$ cat config.mk
export PLATFORM = sky130hd
export DESIGN_NAME = dsp48a1_mac_seq
export DESIGN_NICKNAME = d
export VERILOG_FILES = /design/src/rtl/dsp_seq_pkg.sv /design/src/rtl/dsp_seq_pipe.sv /design/src/rtl/dsp48a1_mac_seq.sv
export SDC_FILE = /design/constraint.sdc
export NUM_CORES = 1
export LEC_CHECK = 0
export ABC_AREA = 1
export BUFFER_PORTS_ARGS = -buffer_cell sky130_fd_sc_hd__clkbuf_2
export CAP_MARGIN = 30
export CORE_MARGIN = 4
export CORE_UTILIZATION = 45
export CTS_CLUSTER_SIZE = 24
export DETAILED_ROUTE_END_ITERATION = 6
export PLACE_DENSITY_LB_ADDON = 0.3
export SYNTH_ARGS = -nofsm -noshare
export SYNTH_HDL_FRONTEND = slang
export SYNTH_SLANG_ARGS = --single-unit
$ cat constraint.sdc
create_clock -name CLK -period 2.2 [get_ports CLK]
set_input_delay 0.44 -clock CLK [delete_from_list [all_inputs] [get_ports CLK]]
set_output_delay 0.44 -clock CLK [all_outputs]
set_load 0.1 [all_outputs]
$ cat src/rtl/dsp_seq_pkg.sv
// Shared types and constants for the DSP48A1 multiply-accumulate sequencer.
package dsp_seq_pkg;

    localparam int unsigned DATA_W     = 18;
    localparam int unsigned P_W        = 48;
    localparam int unsigned PREADD_BIT = 4;

    // X=M with Z=0 for the first beat; X=M with Z=P to accumulate the rest
    localparam logic [7:0] OPMODE_FIRST = 8'h01;
    localparam logic [7:0] OPMODE_ACC   = 8'h09;

    typedef enum logic [1:0] {StIdle, StFeed, StDrain, StDone} state_t;

    function automatic logic [7:0] beat_opmode(input logic first, input logic preadd);
        logic [7:0] op;
        op             = first ? OPMODE_FIRST : OPMODE_ACC;
        op[PREADD_BIT] = preadd;
        return op;
    endfunction

endpackage

$ cat src/rtl/dsp_seq_pipe.sv
// Per-beat valid/first shift register that times the DSP M, OPMODE and P enables.
// Honours PRE_ADD_EN by setting the pre-adder OPMODE bit.
module dsp_seq_pipe
    import dsp_seq_pkg::*;
#(
    parameter int unsigned MUL_LAT = 2
) (
    input  logic       clk_i,
    input  logic       rst_i,
    input  logic       valid_i,
    input  logic       first_i,
    output logic       cem_o,
    output logic       ceopmode_o,
    output logic       cep_o,
    output logic [7:0] opmode_o,
    output logic       p_upd_o,
    output logic       inflight_o
);

`ifdef PRE_ADD_EN
    localparam logic PreAdd = 1'b1;
`else
    localparam logic PreAdd = 1'b0;
`endif

    logic [MUL_LAT:0]   vld_q, vld_d;
    // The first flag is only consumed at the OPMODE stage, so it stops there.
    logic [MUL_LAT-2:0] fst_q, fst_d;

    always_comb begin
        vld_d    = vld_q << 1;
        vld_d[0] = valid_i;
        fst_d    = fst_q << 1;
        fst_d[0] = valid_i & first_i;
    end

    always_ff @(posedge clk_i) begin
        if (rst_i) begin
            vld_q <= '0;
            fst_q <= '0;
        end else begin
            vld_q <= vld_d;
            fst_q <= fst_d;
        end
    end

    always_comb begin
        cem_o      = vld_q[MUL_LAT-2];
        ceopmode_o = vld_q[MUL_LAT-2];
        cep_o      = vld_q[MUL_LAT-1];
        p_upd_o    = vld_q[MUL_LAT];
        inflight_o = |vld_q[MUL_LAT-1:0];
        opmode_o   = '0;
        if (vld_q[MUL_LAT-2]) begin
            opmode_o = beat_opmode(fst_q[MUL_LAT-2], PreAdd);
        end
    end

endmodule

$ cat src/rtl/dsp48a1_mac_seq.sv
// Dot-product sequencer driving a Spartan6 DSP48A1 as a MAC engine.
// Optional pre-adder input IN_D is enabled by defining PRE_ADD_EN.
module dsp48a1_mac_seq
    import dsp_seq_pkg::*;
#(
    parameter int unsigned MUL_LAT = 2,
    parameter int unsigned LEN_W   = 8
) (
    input  logic              CLK,
    input  logic              RST,
    input  logic              START,
    input  logic [LEN_W-1:0]  LEN,
    output logic              BUSY,
    input  logic              IN_VALID,
    output logic              IN_READY,
    input  logic [DATA_W-1:0] IN_A,
    input  logic [DATA_W-1:0] IN_B,
`ifdef PRE_ADD_EN
    input  logic [DATA_W-1:0] IN_D,
`endif
    output logic [DATA_W-1:0] DSP_A,
    output logic [DATA_W-1:0] DSP_B,
    output logic [DATA_W-1:0] DSP_D,
    output logic [7:0]        DSP_OPMODE,
    output logic              DSP_CEA,
    output logic              DSP_CEB,
    output logic              DSP_CEM,
    output logic              DSP_CEP,
    output logic              DSP_CEOPMODE,
    output logic              DSP_RST,
    input  logic [P_W-1:0]    DSP_P,
    output logic [P_W-1:0]    RES,
    output logic              RES_VALID
);

    state_t             state_q, state_d;
    logic [LEN_W-1:0]   cnt_q, cnt_d;
    logic               first_q, first_d;
    logic [P_W-1:0]     res_q, res_d;
    logic               accept;
    logic               p_upd;
    logic               inflight;

    always_ff @(posedge CLK) begin
        if (RST) begin
            state_q <= StIdle;
            cnt_q   <= '0;
            first_q <= 1'b0;
            res_q   <= '0;
        end else begin
            state_q <= state_d;
            cnt_q   <= cnt_d;
            first_q <= first_d;
            res_q   <= res_d;
        end
    end

    always_comb begin
        state_d = state_q;
        cnt_d   = cnt_q;
        first_d = first_q;
        res_d   = res_q;
        accept  = IN_VALID && (state_q == StFeed);
        unique case (state_q)
            StIdle: begin
                if (START) begin
                    if (LEN == '0) begin
                        res_d   = '0;
                        state_d = StDone;
                    end else begin
                        cnt_d   = LEN;
                        first_d = 1'b1;
                        state_d = StFeed;
                    end
                end
            end
            StFeed: begin
                if (accept) begin
                    cnt_d   = cnt_q - LEN_W'(1);
                    first_d = 1'b0;
                    if (cnt_q == LEN_W'(1)) begin
                        state_d = StDrain;
                    end
                end
            end
            StDrain: begin
                // Last product has landed in P once nothing is left upstream of it.
                if (p_upd && !inflight) begin
                    res_d   = DSP_P;
                    state_d = StDone;
                end
            end
            StDone:  state_d = StIdle;
            default: state_d = StIdle;
        endcase
    end

    dsp_seq_pipe #(
        .MUL_LAT (MUL_LAT)
    ) u_pipe (
        .clk_i      (CLK),
        .rst_i      (RST),
        .valid_i    (accept),
        .first_i    (first_q),
        .cem_o      (DSP_CEM),
        .ceopmode_o (DSP_CEOPMODE),
        .cep_o      (DSP_CEP),
        .opmode_o   (DSP_OPMODE),
        .p_upd_o    (p_upd),
        .inflight_o (inflight)
    );

    always_comb begin
        BUSY      = (state_q != StIdle);
        IN_READY  = (state_q == StFeed);
        RES_VALID = (state_q == StDone);
        RES       = res_q;
        DSP_RST   = RST;
        DSP_CEA   = accept;
        DSP_CEB   = accept;
        DSP_A     = IN_A;
        DSP_B     = IN_B;
`ifdef PRE_ADD_EN
        DSP_D     = IN_D;
`else
        DSP_D     = '0;
`endif
    end

endmodule

## Yosys cells after proc, flatten, opt, wreduce, memory -nomap -nowiden

Index checks and enable logic that the tools add are counted.

- $add $sub $neg: 1
- Eq/ne operators: 10
- Muxes and demuxes: 20
- Bitwise logic cells: 1
- Reduce and logical (&&, ||, !) cells: 12

Operator list:

| operator | number |
|---|---|
| $mux 48 | 3 |
| $pmux 48 s2 | 1 |
| $mux 8 | 3 |
| $pmux 8 s2 | 1 |
| $reduce_and 4->1 | 3 |
| $mux 2 | 5 |
| $eq 8x1->1 const B | 1 |
| $logic_not 8->1 | 1 |
| $mux 4 | 2 |
| $ne 2x2->1 const B | 4 |
| $pmux 2 s4 | 1 |
| $sub 8x1->8 const B | 1 |
| $reduce_bool 2->1 | 3 |
| $eq 2x2->1 const B | 2 |
| $ne 2x1->1 const B | 2 |
| $mux 1 | 3 |
| $eq 2x1->1 const B | 1 |
| $logic_and 1x1->1 | 2 |
| $logic_not 2->1 | 1 |
| $pmux 1 s2 | 1 |
| $reduce_or 2->1 | 1 |
| $and 1x1->1 | 1 |
| $logic_not 1->1 | 1 |

- Bits in registers: 63
- Input bits: 96
- Output and inout port bits: 119
- Word-level logic and storage cells: 50

## Logic depth before layout (Yosys ltp)

Gate-level depths: netlist of the first run.

- Word-level depth: 5
- Depth in mapped cells: 12

## Cells and area by module

Synthesis of the first run repeated with hierarchy kept, for this count alone.

- Cells, all modules: 561
- Area, all modules: 3668.5 µm²

By module, submodules not included:

| module | times used | cells each | area each (µm²) |
|---|---|---|---|
| dsp48a1_mac_seq | 1 | 538 | 3484.6 |
| dsp_seq_pipe | 1 | 23 | 183.9 |

## Worst setup path after synthesis of the first run

OpenSTA, ideal clock, no wires.

- Kind: reg2out
- From: register state_q[1]
- To: output port DSP_CEB
- Arrival time: 2643 ps
- Data required time: 1760 ps
- Slack: -883 ps
- Cell stages (with the launch flop): 7
- Cell sequence: dfxtp_1 inv_1 ha_1 clkbuf_2 nand2_1 inv_1 buf_4

- Cells in the longest elaborated chain, start to end: 2

Ends and longest elaborated chain:

| item | line | source |
|---|---|---|
| start, declared | dsp48a1_mac_seq.sv:36 | `state_t state_q, state_d;` |
| start signal, assigned | dsp48a1_mac_seq.sv:46 | `state_q <= StIdle;` |
| start signal, assigned | dsp48a1_mac_seq.sv:51 | `state_q <= state_d;` |
| $eq 2x1->1 | - |  |
| net IN_READY | dsp48a1_mac_seq.sv:15 | `output logic IN_READY,` |
| $logic_and 1x1->1 | dsp48a1_mac_seq.sv:63 | `accept = IN_VALID && (state_q == StFeed);` |
| end, declared | dsp48a1_mac_seq.sv:26 | `output logic DSP_CEB,` |

The timed path passes the listed nets, and every way through them passes these cells.

## Final worst setup path of the first run

- From: register state_q[0]
- To: output port BUSY

- Cells in the longest elaborated chain, start to end: 1

Ends and longest elaborated chain:

| item | line | source |
|---|---|---|
| $reduce_bool 2->1 | dsp48a1_mac_seq.sv:114 | `BUSY = (state_q != StIdle);` |
| end, declared | dsp48a1_mac_seq.sv:13 | `output logic BUSY,` |

No other way between the ends.

==> flow_metrics.py, run 1 <==
metrics = {
    "flow_run": {
        "max_cap_viol_count": 0,
    },
    "global_routing": {
        "grt_start_max_net_pins": 54,
        "vias_in_the_first_global_route": 3084,
        "first_pass_grt_wire_length_mm": 13.8,
        "globalRouteTotalUtil": 0.168,
        "global_route.overflow_total": 0,
        "grt_antenna_before_repair": 1,
    },
    "setup_path": {
        "timing.critical_path.arrival_ns": 1.65,
        "critical_path.startpoint_type": "register",
        "required_ns": 1.76,
        "crit_type": "register to primary output",
        "reg2reg_slack_ns": 0.21,
        "worst_setup_path_end_kind": "primary output",
        "critical_path_peak_fanout": 4,
        "ff2ff_path_depth": 9,
    },
    "finish": {
        "fin_util": 0.527,
        "most-common-layout-cells": "sky130_fd_sc_hd__nand2_1, sky130_fd_sc_hd__clkbuf_2, sky130_fd_sc_hd__nor2_1",
        "layout.filler_cells": 842,
        "area_of_combinational_cells_with_multiple_inputs_mm2": 0.00193,
        "num-nets-final": 721,
        "stdcell_count": 727,
        "final_cell_area_mm2": 0.00437,
        "final_layout_size_suffix_gt1_frac": 0.309,
        "insertedDiodeCount": 0,
        "regArea_mm2": 0.00126,
        "layout-area-overhead-vs-synth_pct": 12.6,
        "most_common_cell_after_layout_fill_and_taps_aside": "sky130_fd_sc_hd__nand2_1",
    },
    "timing": {
        "max_slew_margin": 0.621,
        "setup_violations": 0,
        "grt_setup_unrepaired": "false",
        "fmaxAchievable_ghz": 0.478,
        "crit_share_post_route": 0.951,
        "worst-slew-pin-transition_ns": 0.571,
        "report.final.slew_viol_count": 0,
        "timing.hold.ws_ns": 0.362,
        "skew_ns": 0.0104,
        "report.final.hold_viol_count": 0,
        "period_needed_ns": 2.09,
    },
    "clocking": {
        "cts_htree_levels": 3,
        "cts_tree": "done",
        "root_buf_cell": "sky130_fd_sc_hd__clkbuf_8",
        "numCtsBuffers": 9,
        "worst_setup_hold_path_clk_slew_ns": 0.07,
        "clkSinkCount": 63,
        "clock_insertion_delay_worst_skew_ns": 0.33,
        "clockBufferDepth": 2,
    },
    "routing": {
        "drt_pass1_iterations": 4,
        "post_drt_wl_per_cell_um": 12.1,
        "detailed_router_s_first_iteration_violation_count": 123,
        "drc": 0,
        "drt-vias-per-instance": 4.67,
        "drtAntennaViolNets": 0,
        "num_vias": 3396,
        "routed_wl_mm": 8.81,
    },
    "power": {
        "sequential_group_share_of_total_power": 0.231,
        "power.net_switching_w": 0.00358,
        "internal-power_w": 0.00297,
        "p_per_area_mw_per_mm2": 1500,
        "combinationalPowerShare": 0.592,
        "clkPwrFrac": 0.177,
        "swShare": 0.546,
        "leakage_power_figure_nw": 2.11,
        "vdd_drop_max_mv": 0.486,
    },
    "die": {
        "floorplan.die_area_mm2": 0.0102,
        "die-width_um": 101,
        "io-pin-count": 215,
        "placement_rows": 33,
        "core_area_mm2": 0.00830,
        "floorplan.initialDensity": 0.468,
        "dieHeight_um": 101,
    },
    "yosys": {
        "yosys.cell_types.count": 22,
        "largest_family_of_logic_cells_by_synthesized_area": "simple AND/OR/NAND/NOR gates",
        "instance_count_of_the_mapped_netlist": 555,
        "synth_fa_ha_area_frac": 0.0226,
        "synth.yosys.seq_area_share": 0.325,
        "postSynthRegisterBits": 63,
        "synthesis.area_per_instance_um2": 7.00,
        "synthesis.yosys.warnings": 0,
        "synth-xor-area-share": 0,
        "synthSimpleGateAreaFrac": 0.373,
        "muxShareOfSynthArea": 0.00258,
        "compound_gate_fraction_of_synth_area": 0.0674,
        "post_synth_instance_area_mm2": 0.00388,
    },
    "place": {
        "dpl.hpwl_mm": 6.36,
        "io_buf_count": 118,
        "numPlacedInstances": 712,
        "gpl.final_weighted_congestion": 0.860,
        "dpl_cell_area_mm2": 0.00414,
    },
    "status": {
        "run_status": "complete, no violations",
    },
    "worst_hold_path": {
        "hold_path.class": "primary input to register",
        "hold_path_depth": 2,
    },
}
## registers in the layout, summed over array words and instances, names as in the netlist
signal	flops
first_q	1
RES	48
u_pipe.vld_q	3
u_pipe.fst_q	1
cnt_q	8
state_q	2
## routing by layer
layer	global-route usage	part of all wire	vias up
li1	-	-	1773
met1	0.201	0.41	1470
met2	0.269	0.47	118
met3	0.0471	0.084	33
met4	0.0953	0.031	2
met5	0	0.00091	-
## cells by family (layout without fill, tap and decap cells)
family,count (synthesis),in the layout
buffers and inverters,123,167
adders and majority gates,7,7
muxes,1,1
and+or+nand+nor,308,308
DFF,63,63
AOI/OAI and AO/OA,52,52
other,1,24
## synthesized netlist by cell type
cell,instances,area share
sky130_fd_sc_hd__nand2_2,1,0.0016
sky130_fd_sc_hd__dfxtp_1,63,0.32
sky130_fd_sc_hd__nand3_2,41,0.11
sky130_fd_sc_hd__inv_1,22,0.021
sky130_fd_sc_hd__or2_1,2,0.0032
sky130_fd_sc_hd__nand2_1,153,0.15
sky130_fd_sc_hd__and2_1,1,0.0016
sky130_fd_sc_hd__mux2i_1,1,0.0026
sky130_fd_sc_hd__a31oi_1,1,0.0016
sky130_fd_sc_hd__buf_4,68,0.13
sky130_fd_sc_hd__clkbuf_2,1,0.0013
sky130_fd_sc_hd__buf_6,11,0.032
sky130_fd_sc_hd__nand3_1,14,0.018
sky130_fd_sc_hd__clkbuf_1,10,0.0097
sky130_fd_sc_hd__ha_1,7,0.023
sky130_fd_sc_hd__inv_2,3,0.0029
sky130_fd_sc_hd__o21ai_0,4,0.0052
sky130_fd_sc_hd__buf_2,8,0.010
sky130_fd_sc_hd__a21oi_1,47,0.061
sky130_fd_sc_hd__nand4_1,3,0.0048
sky130_fd_sc_hd__nor2_1,93,0.090
sky130_fd_sc_hd__conb_1,1,0.00097
## area by class of cell
class                   instances  share of cell area
clock buffers                  12              0.0378
clock inverters                 3              0.0149
multi-input cells             392               0.441
repair buffers                127               0.166
inverters                      25              0.0223
flip-flops and latches         63               0.288
well taps                     105              0.0300
## final timing paths
| check | startpoint | endpoint |
|---|---|---|
| setup / recovery | state_q[0] | BUSY |
| hold / removal | RST | u_pipe.vld_q[2] |
| setup reg to reg | state_q[0] | RES[38] |
| hold reg to reg | first_q | u_pipe.fst_q |
## worst max-delay path, cell delays in order, from the launching register on
cell and delay (ns):
sky130_fd_sc_hd__dfxtp_1 0.43, sky130_fd_sc_hd__inv_1 0.12, sky130_fd_sc_hd__ha_1 0.25, sky130_fd_sc_hd__inv_2 0.08, sky130_fd_sc_hd__buf_2 0.43
## what timing repair did
item,in CTS,in global routing
endpoints found under the setup margin,0,3
hold buffers,0,0
setup buffers,0,0
resized for setup,0,5
## power by group through the flow
stage / registers [W] / logic, W / clock network [W]
2_1_floorplan: 0.00244 / 0.00288 / 0
3_3_place_gp: 0.00153 / 0.00383 / 0
3_5_place_dp: 0.00154 / 0.00388 / 0
4_1_cts: 0.00152 / 0.00389 / 0.00119
5_1_grt: 0.00154 / 0.00422 / 0.00126
6_report: 0.00152 / 0.00388 / 0.00116
## per-stage QoR
step           TNS (ns)  power [W]  worst slack (ns)
6_report              0    0.00655             0.108
5_1_grt               0    0.00702            0.0243
4_1_cts               0    0.00660            0.0294
3_5_place_dp          0    0.00542             0.242
3_3_place_gp          0    0.00536             0.347
2_1_floorplan    -0.120    0.00532            -0.120
(Power assumes the default switching activity.)
==> run 2, diff against run 1 <==
- clock period: 2.2 -> 2.3 ns (I/O delays scaled with it)
==> run 2 against run 1 <==
Against the previous run:
- clock power fell by 8%
- global-route usage fell by 0.34 points
- first-iteration DRC count rose by 3.3%
- total power fell by 5.0%
- clock skew barely moved
- die area did not move
- via count fell by 0.32%
- combinational power fell by 5%
- non-clock buffer count did not move
- worst setup slack improved by 0.033 ns
- critical endpoint is now DSP_CEB
==> flow_metrics.py, run 2 (synthesized netlist as in run 1, its figures left out) <==
metrics = {
    "worst_hold_path": {
        "hold-path-endpoint": "first_q",
        "hold_path_depth": 2,
        "worstHoldStart": "RST",
        "hold_path.class": "primary input to register",
    },
    "timing": {
        "fmaxAchievable_ghz": 0.463,
        "setup_tns_ns": 0,
        "max_slew_margin": 0.621,
        "skew_ns": 0.0107,
        "report.final.slew_viol_count": 0,
        "worst-slew-pin-transition_ns": 0.571,
        "grt_setup_unrepaired": "false",
        "period_needed_ns": 2.16,
        "report.final.hold_viol_count": 0,
        "setup_violations": 0,
        "crit_share_post_route": 0.939,
    },
    "power": {
        "power_w": 0.00622,
        "p_per_area_mw_per_mm2": 1430,
        "leakage_power_figure_nw": 2.10,
        "vdd_drop_max_mv": 0.652,
    },
    "global_routing": {
        "globalRouteTotalUtil": 0.164,
        "global_route.overflow_total": 0,
        "grt_start_max_net_pins": 54,
        "first_pass_grt_wire_length_mm": 13.5,
        "grt_antenna_before_repair": 0,
        "vias_in_the_first_global_route": 3014,
    },
    "clocking": {
        "cts_htree_levels": 3,
        "clockBufferDepth": 2,
        "total_of_hold_buffers_inserted_after_clock_tree_synthesis": 0,
        "clkSinkCount": 63,
        "cts_tree": "done",
        "root_buf_cell": "sky130_fd_sc_hd__clkbuf_8",
        "clock_insertion_delay_worst_skew_ns": 0.33,
        "post_cts.repair.setup_buffers": 0,
        "numCtsBuffers": 9,
        "worst_setup_hold_path_clk_slew_ns": 0.08,
        "cts.repair.resized": 0,
    },
    "routing": {
        "detailed_router_s_first_iteration_violation_count": 127,
        "post_drt_wl_per_cell_um": 11.9,
        "drc": 0,
        "dr.max_layer_used": "met4",
        "drtAntennaViolNets": 0,
        "wl_met3_um": 741,
        "routed_wl_mm": 8.67,
        "drt-vias-per-instance": 4.65,
        "met1_length_mm": 3.69,
        "num_vias": 3385,
        "met2_wirelength_mm": 4.01,
        "drt_pass1_iterations": 4,
    },
    "finish": {
        "most_common_cell_after_layout_fill_and_taps_aside": "sky130_fd_sc_hd__nand2_1",
        "most-common-layout-cells": "sky130_fd_sc_hd__nand2_1, sky130_fd_sc_hd__clkbuf_2, sky130_fd_sc_hd__nor2_1",
        "final_layout_size_suffix_gt1_frac": 0.308,
        "insertedDiodeCount": 0,
        "layout-area-overhead-vs-synth_pct": 12.3,
        "layout.filler_cells": 843,
        "largest_register_ffs": 48,
        "num-nets-final": 721,
    },
    "setup_path": {
        "required_ns": 1.84,
        "ff2ff_path_depth": 9,
        "reg2reg_slack_ns": 0.29,
        "crit_type": "register to primary output",
        "reg2reg_from": "state_q[0]",
        "worst_reg2reg_path_endpoint": "RES[22]",
        "critical_path_peak_fanout": 9,
        "timing.critical_path.arrival_ns": 1.70,
        "critical_path.startpoint_type": "register",
        "worst_setup_path_end_kind": "primary output",
    },
    "place": {
        "io_buf_count": 118,
        "gpl.final_weighted_congestion": 0.875,
        "dpl.hpwl_mm": 6.31,
    },
    "die": {
        "io-pin-count": 215,
        "core_area_mm2": 0.00830,
        "die-width_um": 101,
        "floorplan.initialDensity": 0.468,
        "floorplan.die_area_mm2": 0.0102,
        "placement_rows": 33,
        "dieHeight_um": 101,
    },
    "flow_run": {
        "max_cap_viol_count": 0,
    },
    "status": {
        "run_status": "complete, no violations",
    },
}
run 2: cell types whose count changed in the layout (fill, tap and decap cells not counted):
cell	change
sky130_fd_sc_hd__clkinv_4	+1
sky130_fd_sc_hd__clkbuf_8	-2
sky130_fd_sc_hd__clkbuf_1	+1
sky130_fd_sc_hd__clkinvlp_4	+1
sky130_fd_sc_hd__clkbuf_2	+3
sky130_fd_sc_hd__clkbuf_4	-2
sky130_fd_sc_hd__buf_2	-1
run 2: where the power goes:
group	total [W]	switching, W	leakage [nW]	internal (W)
Combinational	0.00370	0.00286	1.47	0.000838
Sequential	0.00145	0.000142	0.512	0.00131
Clock	0.00107	0.000434	0.110	0.000640
Total	0.00622	0.00344	2.10	0.00279
run 2: how the worst max path moves through the flow:
stage	endpoint	depth (start not counted)	slack (ns)	from
final	DSP_CEB	5	0.14	state_q[1]
after global routing	DSP_CEA	5	0.05	state_q[1]
after CTS	DSP_CEA	5	0.12	state_q[1]
after detailed placement	RES[17]	9	0.30	state_q[0]
after global placement	RES[27]	9	0.40	state_q[0]
after floorplan	DSP_CEB	6	-0.04	state_q[1]
run 2: layout make-up:
cell class,instances,area (um^2),area share
clock inverter,5,81.3,0.0187
clock buffer,11,141,0.0324
tap,105,131,0.0301
inverter,25,97.6,0.0224
sequential,63,1260,0.289
timing repair buffer,127,721,0.165
multi-input combinational,392,1930,0.442
run 2: routing by layer:
metal  up-vias  GRT usage
met5         -          0
met2       120      0.253
met1      1461      0.205
met3        26     0.0457
met4         0     0.0964
li1       1778          -
run 2: worst max-delay path, stage by stage, from the launching register on:
cell and delay [ns]:
sky130_fd_sc_hd__dfxtp_1 0.34, sky130_fd_sc_hd__inv_1 0.13, sky130_fd_sc_hd__ha_4 0.22, sky130_fd_sc_hd__nand2_1 0.13, sky130_fd_sc_hd__clkinvlp_4 0.10, sky130_fd_sc_hd__clkbuf_2 0.45
run 2: per-stage QoR:
stage | hold WS [ns] | worst slack [ns] | cells | utilization | cell area, um^2
6_report | 0.383 | 0.141 | 728 | 0.525 | 4360
5_1_grt | 0.383 | 0.0475 | 728 | 0.525 | 4360
4_1_cts | 0.368 | 0.123 | 728 | 0.525 | 4360
3_5_place_dp | 0.444 | 0.304 | 712 | 0.499 | 4140
3_3_place_gp | 0.438 | 0.399 | 712 | 0.499 | 4140
2_1_floorplan | 0.419 | -0.0396 | 578 | - | 3990
